===== src/rtl/lcd_reg_spi_pkg.sv =====
// -----------------------------------------------------------------------------
// lcd_reg_spi_pkg
// Shared definitions for the LCD register-access serial master.
//   lcdSpiState_t : frame sequencer states, IDLE -> SETUP -> SHIFT -> HOLD -> GAP
//   FRAME_BITS    : bits per frame, {RW, addr[6:0], data[7:0]}
//   RW_READ/WRITE : value of the leading RW bit
//   buildFrame()  : assembles the outgoing frame; data bits are zero on reads
// -----------------------------------------------------------------------------
package lcd_reg_spi_pkg;

    typedef enum logic [2:0] {
        IDLE  = 3'd0,
        SETUP = 3'd1,
        SHIFT = 3'd2,
        HOLD  = 3'd3,
        GAP   = 3'd4
    } lcdSpiState_t;

    localparam int   FRAME_BITS = 16;
    localparam logic RW_READ    = 1'b1;
    localparam logic RW_WRITE   = 1'b0;

    function automatic logic [FRAME_BITS-1:0] buildFrame(
        input logic       rw,
        input logic [6:0] addr,
        input logic [7:0] data
    );
        return {rw, addr, (rw == RW_READ) ? 8'h00 : data};
    endfunction

endpackage


===== src/rtl/lcd_reg_spi_clkgen.sv =====
// -----------------------------------------------------------------------------
// lcd_reg_spi_clkgen
// SCLK divider. While enabled, produces one SCLK period every 2*CLK_DIV system
// clocks: low for the first CLK_DIV cycles, high for the next CLK_DIV.
// Ports:
//   clk      in  system clock
//   srst     in  synchronous active-high reset
//   enable   in  run the divider; when low the counter and SCLK are held at 0
//   sclk     out registered SCLK level, idles low
//   sclkRise out high in the cycle whose closing edge raises SCLK
//   sclkFall out high in the cycle whose closing edge lowers SCLK (end of bit)
// -----------------------------------------------------------------------------
module lcd_reg_spi_clkgen #(
    parameter int CLK_DIV = 4
) (
    input  logic clk,
    input  logic srst,
    input  logic enable,
    output logic sclk,
    output logic sclkRise,
    output logic sclkFall
);

    localparam int CW = $clog2(2 * CLK_DIV);
    localparam logic [CW-1:0] RISE_AT = CW'(CLK_DIV - 1);
    localparam logic [CW-1:0] FALL_AT = CW'(2 * CLK_DIV - 1);

    logic [CW-1:0] divCntReg;
    logic          sclkReg;

    assign sclkRise = enable && (divCntReg == RISE_AT);
    assign sclkFall = enable && (divCntReg == FALL_AT);
    assign sclk     = sclkReg;

    always_ff @(posedge clk) begin
        if (srst || !enable) begin
            // Holding the counter at zero while disabled makes every SHIFT
            // phase start with a full low half-period.
            divCntReg <= '0;
            sclkReg   <= 1'b0;
        end else begin
            divCntReg <= sclkFall ? '0 : divCntReg + CW'(1);
            if (sclkRise) begin
                sclkReg <= 1'b1;
            end else if (sclkFall) begin
                sclkReg <= 1'b0;
            end
        end
    end

endmodule


===== src/rtl/lcd_reg_spi.sv =====
// -----------------------------------------------------------------------------
// lcd_reg_spi
// Serial register-access master for the LCD panel's 3-wire config port.
// A write or read strobe for one 7-bit address is serialised as a 16-bit frame
// {RW, addr, data} MSB first; read data is sampled on the last 8 SCLK rises.
// Ports:
//   i_clock, i_reset          system clock, synchronous active-high reset
//   i_txBegin / i_rxBegin     one-cycle write / read strobes (write wins on tie)
//   i_address, i_txData       captured on an accepted strobe
//   i_rxSerial                panel MISO
//   o_clock, o_txSerial       SCLK (idles low), MOSI
//   o_serialEnable            active-high frame enable
//   o_busy                    accepted strobe until back in IDLE
//   o_txDone / o_rxDone       one-cycle completion pulses
//   o_rxData                  last read byte, held until the next read completes
//   o_verifyErr               (LCD_REG_SPI_VERIFY_EN only) readback mismatch, sticky
// Build option LCD_REG_SPI_VERIFY_EN: every write is followed by an automatic
// readback of the same address; o_txDone fires after the readback.
// -----------------------------------------------------------------------------
module lcd_reg_spi #(
    parameter int CLK_DIV  = 4,
    parameter int CS_SETUP = 2,
    parameter int CS_HOLD  = 2,
    parameter int IDLE_GAP = 4
) (
    input  logic       i_clock,
    input  logic       i_reset,
    input  logic       i_txBegin,
    input  logic       i_rxBegin,
    input  logic [6:0] i_address,
    input  logic [7:0] i_txData,
    input  logic       i_rxSerial,
    output logic       o_clock,
    output logic       o_txSerial,
    output logic       o_serialEnable,
    output logic       o_busy,
    output logic       o_txDone,
    output logic       o_rxDone,
`ifdef LCD_REG_SPI_VERIFY_EN
    output logic       o_verifyErr,
`endif
    output logic [7:0] o_rxData
);

    import lcd_reg_spi_pkg::*;

    localparam int PHASE_MAX = (CS_SETUP > CS_HOLD)
                             ? ((CS_SETUP > IDLE_GAP) ? CS_SETUP : IDLE_GAP)
                             : ((CS_HOLD  > IDLE_GAP) ? CS_HOLD  : IDLE_GAP);
    localparam int CNT_W = $clog2(PHASE_MAX + 1);

    lcdSpiState_t          stateReg, stateNext;
    logic [CNT_W-1:0]      cntReg, cntNext;
    logic [3:0]            bitCntReg, bitCntNext;
    logic [FRAME_BITS-1:0] shiftReg, shiftNext;
    logic [7:0]            rxShiftReg, rxShiftNext;
    logic [7:0]            rxDataReg, rxDataNext;
    logic                  isReadReg, isReadNext;
    logic                  enableReg, enableNext;
    logic                  busyReg, busyNext;
    logic                  txDoneReg, txDoneNext;
    logic                  rxDoneReg, rxDoneNext;
`ifdef LCD_REG_SPI_VERIFY_EN
    logic [6:0]            addrReg, addrNext;
    logic [7:0]            dataReg, dataNext;
    logic                  autoReadReg, autoReadNext;
    logic                  verifyErrReg, verifyErrNext;
`endif

    logic sclk, sclkRise, sclkFall;

    lcd_reg_spi_clkgen #(
        .CLK_DIV (CLK_DIV)
    ) u_clkgen (
        .clk      (i_clock),
        .srst     (i_reset),
        .enable   (stateReg == SHIFT),
        .sclk     (sclk),
        .sclkRise (sclkRise),
        .sclkFall (sclkFall)
    );

    always_comb begin
        stateNext   = stateReg;
        cntNext     = cntReg;
        bitCntNext  = bitCntReg;
        shiftNext   = shiftReg;
        rxShiftNext = rxShiftReg;
        rxDataNext  = rxDataReg;
        isReadNext  = isReadReg;
        txDoneNext  = 1'b0;
        rxDoneNext  = 1'b0;
`ifdef LCD_REG_SPI_VERIFY_EN
        addrNext      = addrReg;
        dataNext      = dataReg;
        autoReadNext  = autoReadReg;
        verifyErrNext = verifyErrReg;
`endif
        case (stateReg)
            IDLE: begin
                if (i_txBegin || i_rxBegin) begin
                    isReadNext = !i_txBegin;
                    shiftNext  = buildFrame(i_txBegin ? RW_WRITE : RW_READ, i_address, i_txData);
                    bitCntNext = 4'd15;
                    cntNext    = '0;
                    stateNext  = SETUP;
`ifdef LCD_REG_SPI_VERIFY_EN
                    addrNext      = i_address;
                    dataNext      = i_txData;
                    autoReadNext  = 1'b0;
                    verifyErrNext = 1'b0;
`endif
                end
            end
            SETUP: begin
                if (cntReg == CNT_W'(CS_SETUP - 1)) begin
                    cntNext   = '0;
                    stateNext = SHIFT;
                end else begin
                    cntNext = cntReg + CNT_W'(1);
                end
            end
            SHIFT: begin
                // bitCnt 7..0 are the data bits of the frame.
                if (sclkRise && !bitCntReg[3]) begin
                    rxShiftNext = {rxShiftReg[6:0], i_rxSerial};
                end
                // MOSI advances on the falling edge, a half-period ahead of the
                // panel's sampling rise.
                if (sclkFall) begin
                    shiftNext = {shiftReg[FRAME_BITS-2:0], 1'b0};
                    if (bitCntReg == 4'd0) begin
                        cntNext   = '0;
                        stateNext = HOLD;
                    end else begin
                        bitCntNext = bitCntReg - 4'd1;
                    end
                end
            end
            HOLD: begin
                if (cntReg == CNT_W'(CS_HOLD - 1)) begin
                    cntNext   = '0;
                    stateNext = (IDLE_GAP > 1) ? GAP : IDLE;
`ifdef LCD_REG_SPI_VERIFY_EN
                    if (autoReadReg) begin
                        txDoneNext    = 1'b1;
                        verifyErrNext = (rxShiftReg != dataReg);
                        autoReadNext  = 1'b0;
                    end else if (isReadReg) begin
                        rxDoneNext = 1'b1;
                        rxDataNext = rxShiftReg;
                    end else begin
                        // Write frame done; the readback is launched from GAP.
                        stateNext = GAP;
                    end
`else
                    if (isReadReg) begin
                        rxDoneNext = 1'b1;
                        rxDataNext = rxShiftReg;
                    end else begin
                        txDoneNext = 1'b1;
                    end
`endif
                end else begin
                    cntNext = cntReg + CNT_W'(1);
                end
            end
            GAP: begin
                // Enable stays low for IDLE_GAP cycles in total: IDLE_GAP-1 here
                // plus the IDLE cycle in which the next strobe is taken.
`ifdef LCD_REG_SPI_VERIFY_EN
                if (!isReadReg) begin
                    // The readback starts where an external strobe taken on
                    // the first IDLE cycle would, so it sees the same gap.
                    if (cntReg == CNT_W'(IDLE_GAP - 1)) begin
                        isReadNext   = 1'b1;
                        autoReadNext = 1'b1;
                        shiftNext    = buildFrame(RW_READ, addrReg, 8'h00);
                        bitCntNext   = 4'd15;
                        cntNext      = '0;
                        stateNext    = SETUP;
                    end else begin
                        cntNext = cntReg + CNT_W'(1);
                    end
                end else
`endif
                if (cntReg == CNT_W'(IDLE_GAP - 2)) begin
                    cntNext   = '0;
                    stateNext = IDLE;
                end else begin
                    cntNext = cntReg + CNT_W'(1);
                end
            end
            default: begin
                stateNext = IDLE;
            end
        endcase

        enableNext = (stateNext == SETUP) || (stateNext == SHIFT) || (stateNext == HOLD);
        busyNext   = (stateNext != IDLE);
    end

    always_ff @(posedge i_clock) begin
        if (i_reset) begin
            stateReg   <= IDLE;
            cntReg     <= '0;
            bitCntReg  <= '0;
            shiftReg   <= '0;
            rxShiftReg <= '0;
            rxDataReg  <= '0;
            isReadReg  <= 1'b0;
            enableReg  <= 1'b0;
            busyReg    <= 1'b0;
            txDoneReg  <= 1'b0;
            rxDoneReg  <= 1'b0;
`ifdef LCD_REG_SPI_VERIFY_EN
            addrReg      <= '0;
            dataReg      <= '0;
            autoReadReg  <= 1'b0;
            verifyErrReg <= 1'b0;
`endif
        end else begin
            stateReg   <= stateNext;
            cntReg     <= cntNext;
            bitCntReg  <= bitCntNext;
            shiftReg   <= shiftNext;
            rxShiftReg <= rxShiftNext;
            rxDataReg  <= rxDataNext;
            isReadReg  <= isReadNext;
            enableReg  <= enableNext;
            busyReg    <= busyNext;
            txDoneReg  <= txDoneNext;
            rxDoneReg  <= rxDoneNext;
`ifdef LCD_REG_SPI_VERIFY_EN
            addrReg      <= addrNext;
            dataReg      <= dataNext;
            autoReadReg  <= autoReadNext;
            verifyErrReg <= verifyErrNext;
`endif
        end
    end

    assign o_clock        = sclk;
    assign o_txSerial     = shiftReg[FRAME_BITS-1];
    assign o_serialEnable = enableReg;
    assign o_busy         = busyReg;
    assign o_txDone       = txDoneReg;
    assign o_rxDone       = rxDoneReg;
    assign o_rxData       = rxDataReg;
`ifdef LCD_REG_SPI_VERIFY_EN
    assign o_verifyErr    = verifyErrReg;
`endif

endmodule


===== config.mk =====
export PLATFORM = sky130hd
export DESIGN_NAME = lcd_reg_spi
export DESIGN_NICKNAME = d
export VERILOG_FILES = /design/src/rtl/lcd_reg_spi_pkg.sv /design/src/rtl/lcd_reg_spi_clkgen.sv /design/src/rtl/lcd_reg_spi.sv
export SDC_FILE = /design/constraint.sdc
export NUM_CORES = 1
export LEC_CHECK = 0
export ABC_AREA = 1
export CAP_MARGIN = 20
export CORE_MARGIN = 5
export CORE_UTILIZATION = 31
export CTS_BUF_LIST = sky130_fd_sc_hd__clkbuf_4
export DETAILED_ROUTE_END_ITERATION = 7
export PLACE_DENSITY = 0.59
export SKIP_CTS_REPAIR_TIMING = 1
export SYNTH_ARGS = -nofsm -noshare
export SYNTH_HDL_FRONTEND = slang
export SYNTH_SLANG_ARGS = --single-unit
export TNS_END_PERCENT = 10

===== constraint.sdc =====
create_clock -name i_clock -period 2.9 [get_ports i_clock]
set_input_delay 0.58 -clock i_clock [delete_from_list [all_inputs] [get_ports i_clock]]
set_output_delay 0.58 -clock i_clock [all_outputs]
set_load 0.01 [all_outputs]

* After elaboration in Yosys (flattened, before gate mapping) *
Index checks and enable logic that the tools add are counted.

cells by class
  $add $sub $neg = 3
  eq/ne operators = 15
  mux-type cells = 26
  bitwise operators = 2
  reduce and logical (&&, ||, !) cells = 25

operators with widths
  kind                                                 number
  two-way mux 3 bit                                    11
  two-way mux 16 bit                                   2
  one-hot mux 16 bit (2 select lines)                  1
  equality test 3 x 2 -> 1 bit, second input constant  6
  one-hot mux 3 bit (5 select lines)                   1
  two-way mux 4 bit                                    3
  one-hot mux 3 bit (4 select lines)                   1
  equality test 3 x 1 -> 1 bit, second input constant  3
  two-way mux 8 bit                                    1
  != test 2 bit, second input constant                 4
  one-hot mux 4 bit (2 select lines)                   1
  AND reduction 4 bit                                  2
  adder 3 x 1 -> 3 bit, second input constant          2
  equality test 3 bit, second input constant           2
  AND reduction 3 bit                                  2
  two-way mux 1 bit                                    5
  logical NOT 4 bit                                    1
  logical OR 1 bit                                     4
  AND reduction 2 bit                                  2
  nonzero test 2 bit                                   2
  nonzero test 4 bit                                   1
  OR reduction 2 bit                                   2
  subtractor 4 x 1 -> 4 bit, second input constant     1
  logical AND 1 bit                                    3
  5 further kinds                                      8

storage, ports and cells
  flip-flop bits (word level) = 51
  input port bits = 20
  output and inout bits = 14
  word-level logic and storage cells = 84

* Logic depth before layout (Yosys ltp) *
  depth after elaboration = 7
  mapped depth = 10
  mapped depth without buffers = 10

* Modules after synthesis *
From an unflattened synthesis, not the netlist that was laid out.

second synthesis, totals
  cell total of the unflattened synthesis = 329
  area total of the unflattened synthesis = 2426.1 µm²

modules (own cells, without submodules)
  module              times used  cells each  area an instance (µm²)  sequential area each (µm²)
  lcd_reg_spi         1           307         2242.2                  940.9
  lcd_reg_spi_clkgen  1           22          183.9                   80.1

* Worst setup path after synthesis *
No wires, ideal clock.

  path kind = input to register
  from = in i_reset
  to = reg busyReg, in the netlist o_busy
  setup time = 123 ps
  data arrival time = 1279 ps
  required time = 2777 ps
  path slack = 1498 ps
  cell stages on the path = 5
  buffers on the path = 2
  cell sequence = clkbuf_1 -> inv_1 -> clkbuf_1 -> nand4_1 -> nand3_1

RTL lines
  element               RTL line            RTL
  start, declared       lcd_reg_spi.sv:27   input logic i_reset,
  end signal, assigned  lcd_reg_spi.sv:231  busyReg <= busyNext;
  end, declared         lcd_reg_spi.sv:60   logic busyReg, busyNext;

* Worst setup path after layout *
  from = in i_txBegin
  to = reg shiftReg[9]

on the way
  longest elaborated chain between the ends = 3

RTL lines
  element                        RTL line            RTL
  start, declared                lcd_reg_spi.sv:28   input logic i_txBegin,
  logical OR 1 bit               lcd_reg_spi.sv:101  if (i_txBegin || i_rxBegin) begin
  != test 2 bit (no line)        n/a
  AND reduction 3 bit (no line)  n/a
  end signal, assigned           lcd_reg_spi.sv:226  shiftReg <= shiftNext;
  end, declared                  lcd_reg_spi.sv:55   logic [FRAME_BITS-1:0] shiftReg, shiftNext;

Every way passes these cells.
A chain may end at the register's enable or synchronous reset.

==> out/metrics.json <==
{
  "outcome": {"value": "finished, final reports clean"},
  "cp-start-kind": {"value": "input pin"},
  "clock_sinks": {"value": 51},
  "cts_max_level": {"value": 2},
  "io_pins": {"value": 34},
  "critical_path.max_fanout": {"value": 13},
  "arrival": {"value": 2.26, "unit": "ns"},
  "reg2regPathDepth": {"value": 6},
  "endpoint_kind": {"value": "flip-flop"},
  "required": {"value": 3.22, "unit": "ns"},
  "crit-reg2reg-capture": {"value": "rxShiftReg[1]"},
  "antennaDiodeCount": {"value": 0},
  "grt_pass1_vias": {"value": 1938},
  "final_critical_path_setup_slack": {"value": 0.961, "unit": "ns"},
  "grt_overflow_total": {"value": 0},
  "remaining_max_slew_budget_at_the_tightest_pin": {"value": 0.542},
  "route.antenna.remaining_nets": {"value": 0},
  "worst_r2r_setup_slack": {"value": 1.00, "unit": "ns"},
  "max_slew.worst_pin.slew": {"value": 0.685, "unit": "ns"},
  "drt_pass1_iterations": {"value": 5},
  "fin_skew": {"value": 0.0112, "unit": "ns"},
  "die-area": {"value": 8890, "unit": "um2"},
  "detailedPlacementHpwl": {"value": 3280, "unit": "um"},
  "worst_path_depth": {"value": 7},
  "cts_buffers": {"value": 5},
  "synth_warn": {"value": 0},
  "maxCapViolations": {"value": 0},
  "placementRows": {"value": 30},
  "cts.path.max_buffers": {"value": 2},
  "coreArea": {"value": 6870, "unit": "um2"},
  "route.final.wire_length": {"value": 4650, "unit": "um"},
  "grt_first_pass_wirelength": {"value": 8350, "unit": "um"},
  "ir_worst_vdd": {"value": 210, "unit": "uV"},
  "worstPathCellList": {"value": "clkdlybuf4s50_1, nor2_1, nand3b_1, nand2_2, buf_4, o21ai_0, nor2_1"},
  "cp_top_family": {"value": "buffers and inverters"},
  "post_synth.cell_area_avg": {"value": 6.99, "unit": "um2"},
  "finalWeightedCongestion": {"value": 0.811},
  "drive_above_1_share": {"value": 0.0490},
  "critical_path_buf_inv_count": {"value": 2},
  "finalMaxSlewViolations": {"value": 0},
  "worstHoldPathType": {"value": "reg2reg"},
  "synth_top_flop_cell": {"value": "sky130_fd_sc_hd__dfxtp_1"},
  "timing.final.setup_violations": {"value": 0},
  "synth_top_cells_by_count": {"value": "sky130_fd_sc_hd__nand2_1 (74), sky130_fd_sc_hd__nor2_1 (68), sky130_fd_sc_hd__dfxtp_1 (51), sky130_fd_sc_hd__o21ai_0 (38), sky130_fd_sc_hd__inv_1 (22)"},
  "final_period_minus_worst_setup_slack": {"value": 1.94, "unit": "ns"},
  "drt-wirelength-per-cell": {"value": 10.5, "unit": "um"},
  "rsz0062_at_grt": {"value": "false"},
  "critical-path-top-cell-by-count": {"value": "sky130_fd_sc_hd__nor2_1"},
  "globalRouteTotalUtil": {"value": 0.115},
  "grt_antenna_before_repair": {"value": 0},
  "placedCellCount": {"value": 435},
  "tritoncts": {"value": "built"},
  "power.static_leakage": {"value": 0.00118, "unit": "uW"},
  "worstHoldEndpoint": {"value": "u_clkgen.divCntReg[0]"},
  "netlist-cell-type-count": {"value": 24},
  "die_h": {"value": 94.3, "unit": "um"},
  "regToRegStartpoint": {"value": "stateReg[1]"},
  "period_share": {"value": 0.669},
  "die_width": {"value": 94.3, "unit": "um"},
  "yosys-top-cells-area": {"value": "sky130_fd_sc_hd__dfxtp_1 (46%), sky130_fd_sc_hd__nand2_1 (13%), sky130_fd_sc_hd__nor2_1 (12%)"},
  "clk_transition_reported_paths": {"value": 0.16, "unit": "ns"},
  "floorplan.initialDensity": {"value": 0.321},
  "fmaxAchievable": {"value": 0.516, "unit": "GHz"},
  "synth.yosys.seq_area_share": {"value": 0.463},
  "cpMaxStageDelayCell": {"value": "sky130_fd_sc_hd__clkdlybuf4s50_1"},
  "root_buffer": {"value": "sky130_fd_sc_hd__clkbuf_4"},
  "dr.first_iter.drc_count": {"value": 102},
  "filler_cell_count": {"value": 719},
  "synth_edf_count": {"value": 0},
  "yosysTopAreaCellShare": {"value": 0.463},
  "syn_inst": {"value": 315},
  "detailedPlace.worstSlack": {"value": 0.574, "unit": "ns"},
  "synthMostInstantiatedCell": {"value": "sky130_fd_sc_hd__nand2_1"},
  "hold_viol_final": {"value": 0},
  "overall_via_count_from_detail_route": {"value": 1988},
  "holdPathStages": {"value": 1},
  "vias_per_cell": {"value": 4.49},
  "hold_start": {"value": "u_clkgen.divCntReg[0]"},
  "finalSetupTns": {"value": 0, "unit": "ns"},
  "post_syn_nets": {"value": 339},
  "netlist.top_cell.by_area": {"value": "sky130_fd_sc_hd__dfxtp_1"},
  "power-per-cell-area": {"value": 524, "unit": "nW/um2"},
  "io_buffer_count": {"value": 33},
  "ys_async_sr_fraction": {"value": 0},
  "drc_errors": {"value": 0},
  "ws_path_type": {"value": "in2reg"},
  "grt_max_degree": {"value": 36},
  "clock_insertion_delay_worst_skew": {"value": 0.37, "unit": "ns"},
  "ys_ff_latch": {"value": 51},
  "syn-cell-area": {"value": 2200, "unit": "um2"},
  "final_net_count": {"value": 370},
  "critical_path.max_stage_delay": {"value": 0.68, "unit": "ns"},
  "finalNonFillerCells": {"value": 443},
  "layout_area_overhead": {"value": 21.5, "unit": "%"}
}
logic make-up (layout without fill, tap and decap cells):
family | Yosys count | in the layout | synth area share
AOI/OAI and AO/OA | 56 | 56 | 0.127
xor gates and xnor gates | 3 | 3 | 0.0119
adders and majority gates | 4 | 4 | 0.0227
buffers and inverters | 35 | 67 | 0.0659
DFF | 51 | 51 | 0.463
and+or+nand+nor | 166 | 166 | 0.309
power breakdown:
group	switching (uW)	internal (uW)	leakage, uW	total (uW)
combinational	150	108	0.000724	258
clock	249	103	0.0000362	352
sequential	35.6	756	0.000418	792
per-layer routing:
metal / up-vias / GRT usage / part of all wire / wire length, um
met4: 0 / 0.0325 / 0.0095 / 44
met1: 873 / 0.144 / 0.50 / 2320
met2: 43 / 0.196 / 0.45 / 2080
met5: - / 0 / 0 / 0
met3: 5 / 0.0264 / 0.042 / 197
li1: 1067 / - / - / -
how the worst max path moves through the flow:
stage	startpoint	endpoint	slack, ns
4_1_cts	i_txBegin	shiftReg[9]	0.97
5_1_grt	i_txBegin	shiftReg[12]	0.78
2_1_floorplan	i_reset	o_busy	1.50
3_5_place_dp	i_txBegin	shiftReg[6]	0.57
3_3_place_gp	i_txBegin	shiftReg[8]	0.66
6_report	i_txBegin	shiftReg[9]	0.96
worst register-to-register path, stage by stage, from the launching register on:
cell	delay, ns
sky130_fd_sc_hd__dfxtp_1	0.42
sky130_fd_sc_hd__inv_1	0.12
sky130_fd_sc_hd__nor3_4	0.52
sky130_fd_sc_hd__nand3_1	0.40
sky130_fd_sc_hd__inv_2	0.25
sky130_fd_sc_hd__nor2_1	0.06
sky130_fd_sc_hd__nor2_1	0.09
state kept, by name, indices dropped and copies added (netlist names), 3 cells and up:
name	count
bitCntReg	4
cntReg	3
o_rxData	8
rxShiftReg	8
shiftReg	16
stateReg	3
u_clkgen.divCntReg	3
cell type report:
cell class | instances | area [um2] | area share
clock buffer | 5 | 37.5 | 0.0140
clock inverter | 3 | 26.3 | 0.00981
inverter | 24 | 90.1 | 0.0336
multi-input combinational | 229 | 1040 | 0.387
sequential | 51 | 1020 | 0.381
tap | 96 | 120 | 0.0449
timing repair buffer | 35 | 345 | 0.129
cell usage in the layout (no fill, tap or decap):
cell / Yosys / routed
sky130_fd_sc_hd__nand2_2: 1 / 1
sky130_fd_sc_hd__nor3_1: 1 / 1
sky130_fd_sc_hd__ha_1: 4 / 4
sky130_fd_sc_hd__clkdlybuf4s50_1: 0 / 33
sky130_fd_sc_hd__nand4_1: 1 / 1
sky130_fd_sc_hd__nor3_4: 1 / 1
sky130_fd_sc_hd__o21ai_1: 6 / 6
sky130_fd_sc_hd__nand4_2: 1 / 1
sky130_fd_sc_hd__clkinv_4: 0 / 1
sky130_fd_sc_hd__clkbuf_4: 0 / 5
sky130_fd_sc_hd__buf_4: 3 / 2
sky130_fd_sc_hd__inv_1: 22 / 22
sky130_fd_sc_hd__inv_6: 0 / 2
sky130_fd_sc_hd__xor2_1: 2 / 2
sky130_fd_sc_hd__nor4_1: 1 / 1
sky130_fd_sc_hd__nor2_2: 1 / 1
sky130_fd_sc_hd__dfxtp_1: 51 / 51
sky130_fd_sc_hd__nand2_1: 74 / 74
sky130_fd_sc_hd__nand3_1: 15 / 15
sky130_fd_sc_hd__inv_2: 2 / 2
sky130_fd_sc_hd__o21ai_0: 38 / 38
sky130_fd_sc_hd__nand3b_1: 1 / 1
sky130_fd_sc_hd__nor2_1: 68 / 68
sky130_fd_sc_hd__xnor2_1: 1 / 1
sky130_fd_sc_hd__a21oi_1: 12 / 12
sky130_fd_sc_hd__or2_2: 1 / 1
metrics by stage:
stage	hold WS [ns]	total power, uW	area [um2]	utilization
after global routing	0.473	1490	2680	0.390
after CTS	0.442	1420	2680	0.390
after floorplan	0.399	985	2200	-
after global placement	0.408	1060	2610	0.381
after detailed placement	0.421	1060	2610	0.381
final	0.436	1400	2680	0.390
Power figures use the tool's default switching activity.
